[config.mk]
export PLATFORM = sky130hd
export DESIGN_NAME = block_pixel_shader
export DESIGN_NICKNAME = d
export VERILOG_FILES = /design/src/rtl/block_pixel_shader_pkg.sv /design/src/rtl/block_pixel_shader_fp32_to_int13.sv /design/src/rtl/block_pixel_shader.sv
export SDC_FILE = /design/constraint.sdc
export NUM_CORES = 1
export LEC_CHECK = 0
export CAP_MARGIN = 20
export CORE_MARGIN = 2
export CORE_UTILIZATION = 52
export DETAILED_ROUTE_END_ITERATION = 6
export PLACE_DENSITY = 0.86
export SYNTH_ARGS = -nofsm -noshare
export SYNTH_HDL_FRONTEND = slang
export SYNTH_SLANG_ARGS = --single-unit
[constraint.sdc]
create_clock -name clk_in -period 4.95 [get_ports clk_in]
set_clock_uncertainty 0.2 [all_clocks]
set_input_delay 1.485 -clock clk_in [delete_from_list [all_inputs] [get_ports clk_in]]
set_output_delay 1.485 -clock clk_in [all_outputs]
set_load 0.005 [all_outputs]
[src/rtl/block_pixel_shader_pkg.sv]
// Shared types and constants for the block pixel shader: colour type,
// arrow direction encoding, fp32 field layout and fixed colours.
package block_shader_pkg;

  typedef logic [11:0] rgb12_t;

  // Codes 4-7 all draw a centre dot, so only bit 2 matters for them.
  typedef enum logic [2:0] {
    DIR_UP    = 3'd0,
    DIR_DOWN  = 3'd1,
    DIR_LEFT  = 3'd2,
    DIR_RIGHT = 3'd3,
    DIR_DOT   = 3'd4
  } block_dir_e;

  localparam int FP_EXP_W = 8;
  localparam int FP_MAN_W = 23;
  localparam int FP_BIAS  = 127;

  localparam rgb12_t COLOR_ARROW = 12'hFFF;

  function automatic rgb12_t face_rgb(input logic blue, input logic [3:0] shade);
    face_rgb = blue ? {8'h00, shade} : {shade, 8'h00};
  endfunction

endpackage

[src/rtl/block_pixel_shader_fp32_to_int13.sv]
// Combinational fp32 -> signed 13-bit integer, truncating toward zero.
// Magnitudes below 1.0 give 0; beyond 4095, Inf and NaN saturate by sign.
module fp32_to_int13
  import block_shader_pkg::*;
(
  input  logic [31:0]        fp,
  output logic signed [12:0] val
);

  logic                sign;
  logic [FP_EXP_W-1:0] expo;
  logic [FP_MAN_W-1:0] man;
  logic [7:0]          shamt;
  logic [11:0]         mag;

  assign sign = fp[31];
  assign expo = fp[30:23];
  assign man  = fp[22:0];

  always_comb begin
    shamt = 8'd150 - expo;
    mag   = 12'(({1'b1, man}) >> shamt);
    if (expo > 8'd138) begin
      val = sign ? -13'sd4095 : 13'sd4095;
    end else if (expo < 8'(FP_BIAS)) begin
      val = 13'sd0;
    end else begin
      val = sign ? -$signed({1'b0, mag}) : $signed({1'b0, mag});
    end
  end

endmodule

[src/rtl/block_pixel_shader.sv]
// Block pixel shader: 3-stage colour pipeline feeding a show-ahead output FIFO.
// Optional depth fog on face colour when BLOCK_SHADER_DEPTH_FOG_EN is defined.
module block_pixel_shader
  import block_shader_pkg::*;
#(
  parameter int         FIFO_DEPTH  = 8,
  parameter logic [11:0] BLOCK_HALF = 12'd100,
  parameter logic [11:0] ARROW_W    = 12'd24,
  parameter int         DEPTH_SHIFT = 4,
  parameter logic [3:0] MIN_SHADE   = 4'd3,
  parameter rgb12_t     BG_COLOR    = 12'h000,
  parameter rgb12_t     SABER_COLOR = 12'hFF0
) (
  input  logic        clk_in,
  input  logic        rst_n_in,
  input  logic        valid_in,
  input  logic [10:0] x_in,
  input  logic [9:0]  y_in,
  input  logic [31:0] ray_x_in,
  input  logic [31:0] ray_y_in,
  input  logic [11:0] block_x_in,
  input  logic [11:0] block_y_in,
  input  logic [13:0] block_z_in,
  input  logic        block_color_in,
  input  logic [2:0]  block_dir_in,
  input  logic        block_visible_in,
  input  logic        saber_visible_in,
  output logic        pix_valid_out,
  input  logic        pix_ready_in,
  output logic [10:0] pix_x_out,
  output logic [9:0]  pix_y_out,
  output logic [11:0] pix_color_out,
  output logic        overflow_out,
  output logic [7:0]  drop_count_out
);

  localparam int AW = $clog2(FIFO_DEPTH);
  localparam logic signed [13:0] HALF_Q = 14'(BLOCK_HALF >> 1);
  localparam logic signed [13:0] BAND_Q = 14'(BLOCK_HALF - ARROW_W);
  localparam logic signed [13:0] DOT_Q  = 14'(ARROW_W);

  // S1: float conversion
  logic signed [12:0] hx_c, hy_c;
  fp32_to_int13 u_cvt_x (.fp(ray_x_in), .val(hx_c));
  fp32_to_int13 u_cvt_y (.fp(ray_y_in), .val(hy_c));

  logic               s1_valid, s2_valid, s3_valid;
  logic [10:0]        s1_x, s2_x, s3_x;
  logic [9:0]         s1_y, s2_y, s3_y;
  logic signed [12:0] s1_hx, s1_hy;
  logic [11:0]        s1_bx, s1_by;
  logic               s1_color, s2_color;
  logic [2:0]         s1_dir;
  logic               s1_bvis, s2_bvis, s1_svis, s2_svis;
  logic               s2_arrow;
  rgb12_t             s3_rgb;
`ifdef BLOCK_SHADER_DEPTH_FOG_EN
  logic [13:0]        s1_z, s2_z;
`endif

  // S2: face-relative coordinates and arrow test (14 bits so u/v never wrap)
  logic signed [13:0] u, v, au, av;
  logic               arrow_c;
  always_comb begin
    u  = {s1_hx[12], s1_hx} - $signed({2'b00, s1_bx});
    v  = {s1_hy[12], s1_hy} - $signed({2'b00, s1_by});
    au = (u < 0) ? -u : u;
    av = (v < 0) ? -v : v;
    arrow_c = 1'b0;
    if (s1_dir[2]) begin
      arrow_c = (au < DOT_Q) && (av < DOT_Q);
    end else begin
      case (s1_dir[1:0])
        DIR_UP[1:0]:   arrow_c = (au < HALF_Q) && (v >= BAND_Q);
        DIR_DOWN[1:0]: arrow_c = (au < HALF_Q) && (v <= -BAND_Q);
        DIR_LEFT[1:0]: arrow_c = (av < HALF_Q) && (u <= -BAND_Q);
        default:       arrow_c = (av < HALF_Q) && (u >= BAND_Q);
      endcase
    end
  end

  // S3: shade and colour priority
  logic [3:0] shade;
  rgb12_t     rgb_c;
`ifdef BLOCK_SHADER_DEPTH_FOG_EN
  logic [13:0] z_sh;
  logic [3:0]  atten, dimmed;
`endif
  always_comb begin
`ifdef BLOCK_SHADER_DEPTH_FOG_EN
    z_sh   = s2_z >> DEPTH_SHIFT;
    atten  = (z_sh > 14'd15) ? 4'hF : z_sh[3:0];
    dimmed = 4'hF - atten;
    shade  = (dimmed < MIN_SHADE) ? MIN_SHADE : dimmed;
`else
    shade  = 4'hF;
`endif
    if (s2_svis)                   rgb_c = SABER_COLOR;
    else if (s2_bvis && s2_arrow)  rgb_c = COLOR_ARROW;
    else if (s2_bvis)              rgb_c = face_rgb(s2_color, shade);
    else                           rgb_c = BG_COLOR;
  end

  always_ff @(posedge clk_in) begin
    if (!rst_n_in) begin
      s1_valid <= 1'b0;
      s2_valid <= 1'b0;
      s3_valid <= 1'b0;
    end else begin
      s1_valid <= valid_in;
      s2_valid <= s1_valid;
      s3_valid <= s2_valid;
    end
  end

  always_ff @(posedge clk_in) begin
    s1_x <= x_in;            s1_y <= y_in;
    s1_hx <= hx_c;           s1_hy <= hy_c;
    s1_bx <= block_x_in;     s1_by <= block_y_in;
    s1_color <= block_color_in;
    s1_dir <= block_dir_in;
    s1_bvis <= block_visible_in;
    s1_svis <= saber_visible_in;
    s2_x <= s1_x;            s2_y <= s1_y;
    s2_arrow <= arrow_c;     s2_color <= s1_color;
    s2_bvis <= s1_bvis;      s2_svis <= s1_svis;
    s3_x <= s2_x;            s3_y <= s2_y;
    s3_rgb <= rgb_c;
`ifdef BLOCK_SHADER_DEPTH_FOG_EN
    s1_z <= block_z_in;
    s2_z <= s1_z;
`endif
  end

  // Output handshake: a pixel transfers on any clk_in edge where
  // pix_valid_out && pix_ready_in; head data is stable while valid && !ready.
  logic [32:0] mem [FIFO_DEPTH];
  logic [AW:0] wr_ptr, rd_ptr;
  logic        empty, full, push, pop;

  assign empty = (wr_ptr == rd_ptr);
  assign full  = (wr_ptr[AW] != rd_ptr[AW]) && (wr_ptr[AW-1:0] == rd_ptr[AW-1:0]);
  assign pop   = !empty && pix_ready_in;
  assign push  = s3_valid && (!full || pop);

  assign pix_valid_out = !empty;
  assign {pix_x_out, pix_y_out, pix_color_out} = empty ? 33'd0 : mem[rd_ptr[AW-1:0]];

  always_ff @(posedge clk_in) begin
    if (!rst_n_in) begin
      wr_ptr         <= '0;
      rd_ptr         <= '0;
      overflow_out   <= 1'b0;
      drop_count_out <= 8'd0;
    end else begin
      if (push) wr_ptr <= wr_ptr + 1'b1;
      if (pop)  rd_ptr <= rd_ptr + 1'b1;
      if (s3_valid && full && !pop) begin
        overflow_out <= 1'b1;
        if (drop_count_out != 8'hFF) drop_count_out <= drop_count_out + 8'd1;
      end
    end
  end

  always_ff @(posedge clk_in) begin
    if (push) mem[wr_ptr[AW-1:0]] <= {s3_x, s3_y, s3_rgb};
  end

endmodule

==> flow_summary_export.csv, run 1 <==
group,metric,value,unit
final_layout,fin_util,0.650,
setup_path,required,5150,ps
final_layout,n_fill_cell,2352,
timing,drv_slew,0,
outcome,outcome,"complete, no violations",
clock_network,cts_root_buffer,"clkbuf_16",
synth,synthCells,1380,
synth,synth_ff_type,"edfxtp_1",
setup_path,cpPeakStageDelay,520,ps
timing,max_slew.worst_pin.slew,944,ps
grt,grt_pass1_vias,12000,
pwr,peakVddDrop,0.273,mV
pwr,p_total,7.30,mW
placement,gp_congestion,0.879,
setup_path,path_max_fanout,10,
detailed_routing,routedWlPerCell,18.0,um
detailed_routing,postRouteAntennaNets,0,
grt,overflow,0,
timing,fin_crit_sh,0.945,
timing,hold_viol_final,0,
floorplan,die_w,185,um
detailed_routing,viasPerCell,5.74,
clock_network,clkTransAtPathRegs,60,ps
timing,fin_crit,4680,ps
placement,port_buffers,161,
placement,pre_cts_ws,-259,ps
clock_network,cts-resized-gates,0,
floorplan,die_h,185,um
detailed_routing,drc,0,
clock_network,cts.path.max_buffers,3,
synth,synth_seq_cells,341,
final_layout,final_nets,1799,
floorplan,core.rowCount,66,
setup_path,start_kind,"input pin",
setup_path,path_class,"input pin to flip-flop",
timing,setup_slack,270,ps
setup_path,end_kind,"flip-flop",
clock_network,cts.htree.levels,2,
clock_network,cts_tree,"built",
detailed_routing,num_vias,12100,
synth,synth_nets,1552,
setup_path,cp.arrival,4880,ps
final_layout,syn_to_final_growth,23.8,%
setup_path,cp_num_buf_inv,5,
pwr,p_per_area,347,nW/um^2
floorplan,core_area,32400,sq um
synth,netlist_area,17000,sq um
timing,fmax,0.214,GHz
clock_network,clkSinkCount,341,
pwr,p_clk_frac,0.376,
timing,finalSetupViolCount,0,
floorplan,start_util,0.525,
setup_path,crit_chain,"clkdlybuf4s50_1 -> inv_1 -> ha_4 -> clkinv_2 -> buf_4 -> mux2i_1 -> mux2i_1 -> a221oi_1 -> o21ai_0 -> a21oi_1 -> inv_1 -> ha_1 -> or4b_4 -> nor4b_4 -> nand3_1 -> o311a_1",
floorplan,ioPinCount,176,
synth,syn_area_per_cell,12.3,sq um
synth,synth_edf_count,192,
synth,synth-async-reset-ratio,0,
run,cap_violations,0,
grt,grt_start_max_net_pins,41,
setup_path,cp_top_family,"buffers and inverters",
detailed_routing,drt_iter0_markers,846,
final_layout,final_area,21000,sq um
final_layout,drive_gt1_frac,0.196,
detailed_routing,first_pass_iters,5,
clock_network,cts_hold_buf,0,
grt,grt_pass1_wl,59600,um
timing,rsz0062_at_grt,"false",
timing,hold_ws,109,ps
synth,synthDistinctLibCells,101,
detailed_routing,wirelength,37800,um
floorplan,fp.dieArea,34200,sq um
pwr,p_sw,1.95,mW
pwr,leakage,7.82,nW
final_layout,final_common_cell,"edfxtp_1",
placement,dpl-instance-area,19800,sq um
pwr,combPwrFrac,0.199,
clock_network,cts_made_buffers,38,
final_layout,final_cell_mix,"192 x edfxtp_1, 160 x clkdlybuf4s50_1, 147 x dfxtp_1",
grt,grt.total_usage,0.219,
pwr,switching_share,0.267,
final_layout,diodes,0,
timing,max_slew_margin,0.366,
hold_path,worstHoldPathType,"flip-flop to flip-flop",
clock_network,cts_setup_buffers,0,
synth,synth.yosys.seq_area_share,0.514,
setup_path,cp_slowest_cell,"clkdlybuf4s50_1",
pwr,p_int,5.35,mW
clock_network,insertion_delay,530,ps
synth,yosys_warnings,0,
pwr,seqPwrFrac,0.426,
grt,antenna_found_initial,0,
placement,hpwl,26100,um
-- worst paths after layout --
path	slack, ps	from	endpoint	depth (start not counted)
setup / recovery	270	ray_x_in[23]	s1_hx[12]	16
hold / removal	110	s1_y[0]	s2_y[0]	0
setup reg to reg	1090	s1_hx[0]	s2_arrow	13
hold reg to reg	110	s1_y[0]	s2_y[0]	0
-- sequential cells by signal (all words and copies together), names as in the netlist, 10 cells and up, named ones only --
name and count:
s1_hy 13, s2_x 11, s3_x 11, mem 192, s1_by 12, s1_y 10, s2_y 10, s1_hx 13
s1_x 11, s3_y 10, s1_bx 12
-- per-stage QoR --
stage / cells / setup TNS (ps)
2_1_floorplan: 1380 / -25.5
3_3_place_gp: 2029 / -811
3_5_place_dp: 2029 / -1360
4_1_cts: 2099 / 0
5_1_grt: 2099 / 0
6_report: 2099 / 0
-- worst register-to-register path: cells and delay by family (launching register included) --
kind / cells / cell delay (ps)
simple gates: 2 / 1030
compound gates: 8 / 1580
flops: 1 / 300
buf+inv: 1 / 40
fa+ha+maj: 2 / 630
-- Yosys cell counts (5+ instances only) --
| cell type | instances | area share |
|---|---|---|
| nor4_1 | 7 | 0.0026 |
| nor3_1 | 24 | 0.0071 |
| a21oi_1 | 65 | 0.019 |
| mux4_2 | 70 | 0.093 |
| mux2_2 | 13 | 0.0086 |
| o21bai_1 | 5 | 0.0022 |
| dfxtp_1 | 149 | 0.18 |
| and3_1 | 10 | 0.0037 |
| nand2b_1 | 9 | 0.0033 |
| o31a_1 | 5 | 0.0026 |
| nand4_1 | 12 | 0.0044 |
| or3_1 | 8 | 0.0029 |
| a21boi_0 | 5 | 0.0022 |
| nor2b_1 | 13 | 0.0048 |
| inv_1 | 57 | 0.013 |
| nor3b_1 | 10 | 0.0044 |
| clkbuf_1 | 32 | 0.0071 |
| o22ai_1 | 20 | 0.0074 |
| o2111ai_1 | 5 | 0.0026 |
| ha_1 | 37 | 0.027 |
| xor2_1 | 15 | 0.0077 |
| or2_2 | 7 | 0.0026 |
| o21ai_0 | 32 | 0.0094 |
| o31ai_1 | 7 | 0.0031 |
| buf_4 | 11 | 0.0049 |
| and2_1 | 19 | 0.0070 |
| o211ai_1 | 16 | 0.0071 |
| buf_2 | 12 | 0.0035 |
| edfxtp_1 | 192 | 0.34 |
| mux2i_1 | 82 | 0.048 |
| nand3_1 | 25 | 0.0074 |
| xnor2_1 | 28 | 0.014 |
| buf_6 | 5 | 0.0033 |
| a31oi_1 | 20 | 0.0074 |
| mux2_1 | 5 | 0.0033 |
| a21o_1 | 14 | 0.0062 |
| o21a_1 | 13 | 0.0057 |
| o221ai_1 | 7 | 0.0036 |
| a211oi_1 | 18 | 0.0079 |
| nor2_1 | 107 | 0.024 |
| nand2_1 | 72 | 0.016 |
| buf_1 | 10 | 0.0022 |
-- per-layer routing --
metal	global-route usage	part of all wire
met1	0.263	0.40
met2	0.406	0.53
met3	0.0364	0.050
met5	0	0
met4	0.0600	0.021
-- power by group through the flow --
stage | registers [mW] | clock network, mW | logic (mW)
6_report | 3.11 | 2.74 | 1.45
5_1_grt | 3.11 | 2.92 | 1.58
4_1_cts | 3.11 | 2.82 | 1.44
2_1_floorplan | 3.15 | 0 | 0.976
3_3_place_gp | 3.16 | 0 | 1.38
3_5_place_dp | 3.17 | 0 | 1.43
-- cell type report --
cell class | instances | area (sq um) | share of cell area
inverters | 59 | 223 | 0.0106
well taps | 442 | 553 | 0.0263
multi-input cells | 909 | 7720 | 0.367
flip-flops and latches | 341 | 8750 | 0.416
repair buffers | 278 | 2530 | 0.120
clock buffers | 45 | 1050 | 0.0499
clock inverters | 25 | 211 | 0.0100
-- cells by family after synthesis --
family	share of synthesized area
adder cells (fa/ha/maj)	0.0296
multiplexers	0.162
XOR/XNOR	0.0260
AO/OA/AOI/OAI	0.127
flip-flops	0.514
buffers and inverters	0.0352
AND/OR/NAND/NOR	0.106
Power figures use the tool's default switching activity.
==> inputs of run 2 (changes only) <==
GPL_ROUTABILITY_DRIVEN = 1   (was unset)
==> results of run 2 <==
Same layout as run 1: the final DEF is identical, and so are final timing and power.
==> inputs of run 3 (changes only) <==
CORE_ASPECT_RATIO = 0.75   (was unset)
HOLD_SLACK_MARGIN = 0.1   (was unset)
==> run 3 against run 2 <==
Compared with the run above: via count is 0.61% higher; clock power is 6% lower; critical path depth is 1 lower; worst setup slack worse by 50 ps; global-route usage is 0.78 points higher; fmax is 1.0% lower; sequential share of layout area is 0.31 points higher; largest cell class unchanged; largest power group unchanged.
==> flow_summary_export.csv, run 3 (synthesis results as in run 1) <==
group,metric,value,unit
detailed_routing,routedWlPerCell,18.8,um
detailed_routing,num_vias,12100,
pwr,combPwrFrac,0.205,
clock_network,cts_hold_buf,0,
timing,fin_crit,4730,ps
final_layout,final_nets,1788,
detailed_routing,first_pass_iters,5,
setup_path,end_kind,"flip-flop",
clock_network,cts_made_buffers,31,
placement,pre_cts_ws,-354,ps
clock_network,clkTransAtPathRegs,70,ps
placement,port_buffers,161,
timing,rsz0062_at_grt,"false",
floorplan,start_util,0.526,
setup_path,cp_top_family,"buffers and inverters",
floorplan,ioPinCount,176,
grt,antenna_found_initial,0,
final_layout,final_common_cell,"edfxtp_1",
timing,drv_slew,0,
placement,hpwl,27100,um
timing,fmax,0.211,GHz
clock_network,clkSinkCount,341,
final_layout,final_area,20900,sq um
hold_path,worstHoldPathType,"flip-flop to flip-flop",
clock_network,cts_root_buffer,"clkbuf_16",
setup_path,path_class,"input pin to flip-flop",
detailed_routing,viasPerCell,5.82,
detailed_routing,wirelength,39200,um
floorplan,die_h,161,um
grt,grt_start_max_net_pins,34,
final_layout,syn_to_final_growth,22.9,%
floorplan,core.rowCount,57,
pwr,p_clk_frac,0.360,
outcome,outcome,"complete, no violations",
timing,fin_tns_setup,0,ps
run,cap_violations,0,
final_layout,diodes,0,
timing,finalSetupViolCount,0,
final_layout,largest_reg_flops,192,
setup_path,cp_num_buf_inv,4,
timing,max_slew.worst_pin.slew,983,ps
timing,hold_ws,126,ps
timing,max_slew_margin,0.338,
floorplan,fp.dieArea,34200,sq um
setup_path,required,5220,ps
grt,grt_pass1_wl,62000,um
placement,dpl-instance-area,19800,sq um
setup_path,cpPeakStageDelay,530,ps
setup_path,path_common_cell,"mux2i_1",
grt,overflow,0,
setup_path,crit_chain,"clkdlybuf4s50_1 -> buf_4 -> buf_4 -> mux2i_1 -> mux2i_1 -> mux2i_1 -> a221oi_1 -> o21ai_0 -> a21oi_1 -> inv_1 -> ha_1 -> or4b_4 -> nor4b_4 -> nand3_1 -> o311a_1",
grt,grt.total_usage,0.227,
grt,grt_pass1_vias,11700,
detailed_routing,drc,0,
final_layout,drive_gt1_frac,0.188,
pwr,switching_share,0.264,
pwr,p_per_area,342,nW/um^2
pwr,peakVddDrop,0.294,mV
setup_path,path_max_fanout,12,
detailed_routing,postRouteAntennaNets,0,
clock_network,cts.htree.levels,1,
setup_path,start_kind,"input pin",
timing,fin_crit_sh,0.956,
pwr,p_sw,1.89,mW
pwr,leakage,7.73,nW
clock_network,cts.path.max_buffers,3,
pwr,p_total,7.15,mW
timing,setup_slack,220,ps
timing,hold_viol_final,0,
clock_network,cts-resized-gates,0,
clock_network,cts_setup_buffers,0,
detailed_routing,drt_iter0_markers,1168,
setup_path,cp.arrival,5000,ps
pwr,p_int,5.27,mW
clock_network,cts_tree,"built",
floorplan,die_w,213,um
pwr,seqPwrFrac,0.435,
setup_path,cp_slowest_cell,"clkdlybuf4s50_1",
final_layout,final_cell_mix,"192 x edfxtp_1, 160 x clkdlybuf4s50_1, 147 x dfxtp_1",
placement,gp_congestion,0.896,
floorplan,core_area,32300,sq um
clock_network,insertion_delay,580,ps
==> run 3: final timing paths <==
check        slack, ps        end         start  cells past startpoint
min reg2reg        130    s3_y[4]       s2_y[4]                      0
max reg2reg        900   s2_arrow      s1_hx[0]                     13
min                130    s3_y[4]       s2_y[4]                      0
max                220  s1_hx[12]  ray_x_in[23]                     15
==> run 3: worst reg2reg max path, cell delays in order, from the launching register on <==
cell     delay (ps)
dfxtp_1         310
inv_1            50
ha_1            220
fa_1            430
nor2b_1         230
o31a_1          260
o21ai_0         100
o311a_1         200
nor4_1          860
o21ai_0         220
a311o_1         350
a22oi_1         210
a31oi_1         170
o32ai_2         150
==> run 3: per-stage QoR <==
stage,util,instances
6_report,0.647,2083
5_1_grt,0.647,2083
4_1_cts,0.647,2083
3_5_place_dp,0.612,2025
3_3_place_gp,0.612,2025
2_1_floorplan,-,1380
==> run 3: power groups by stage <==
stage | Combinational [mW] | Sequential (mW) | Clock, mW
after floorplan | 0.976 | 3.15 | 0
after global placement | 1.39 | 3.17 | 0
after detailed placement | 1.44 | 3.17 | 0
after CTS | 1.45 | 3.11 | 2.63
after global routing | 1.60 | 3.12 | 2.74
final | 1.47 | 3.11 | 2.58
==> run 3: layer usage <==
layer	GRT usage	share of wire	up-vias	routed length, um
met2	0.378	0.48	417	18900
met5	0	0	-	0
met1	0.318	0.44	5859	17300
met4	0.0521	0.019	0	742
met3	0.0301	0.055	61	2150
li1	-	-	5786	-
==> run 3: area by class of cell <==
type | instances | area, sq um
Fill cell | 2316 | 11400
Timing Repair Buffer | 274 | 2520
Clock buffer | 42 | 911
Tap cell | 442 | 553
Sequential cell | 341 | 8750
Multi-Input combinational cell | 909 | 7720
Inverter | 59 | 223
Clock inverter | 16 | 219
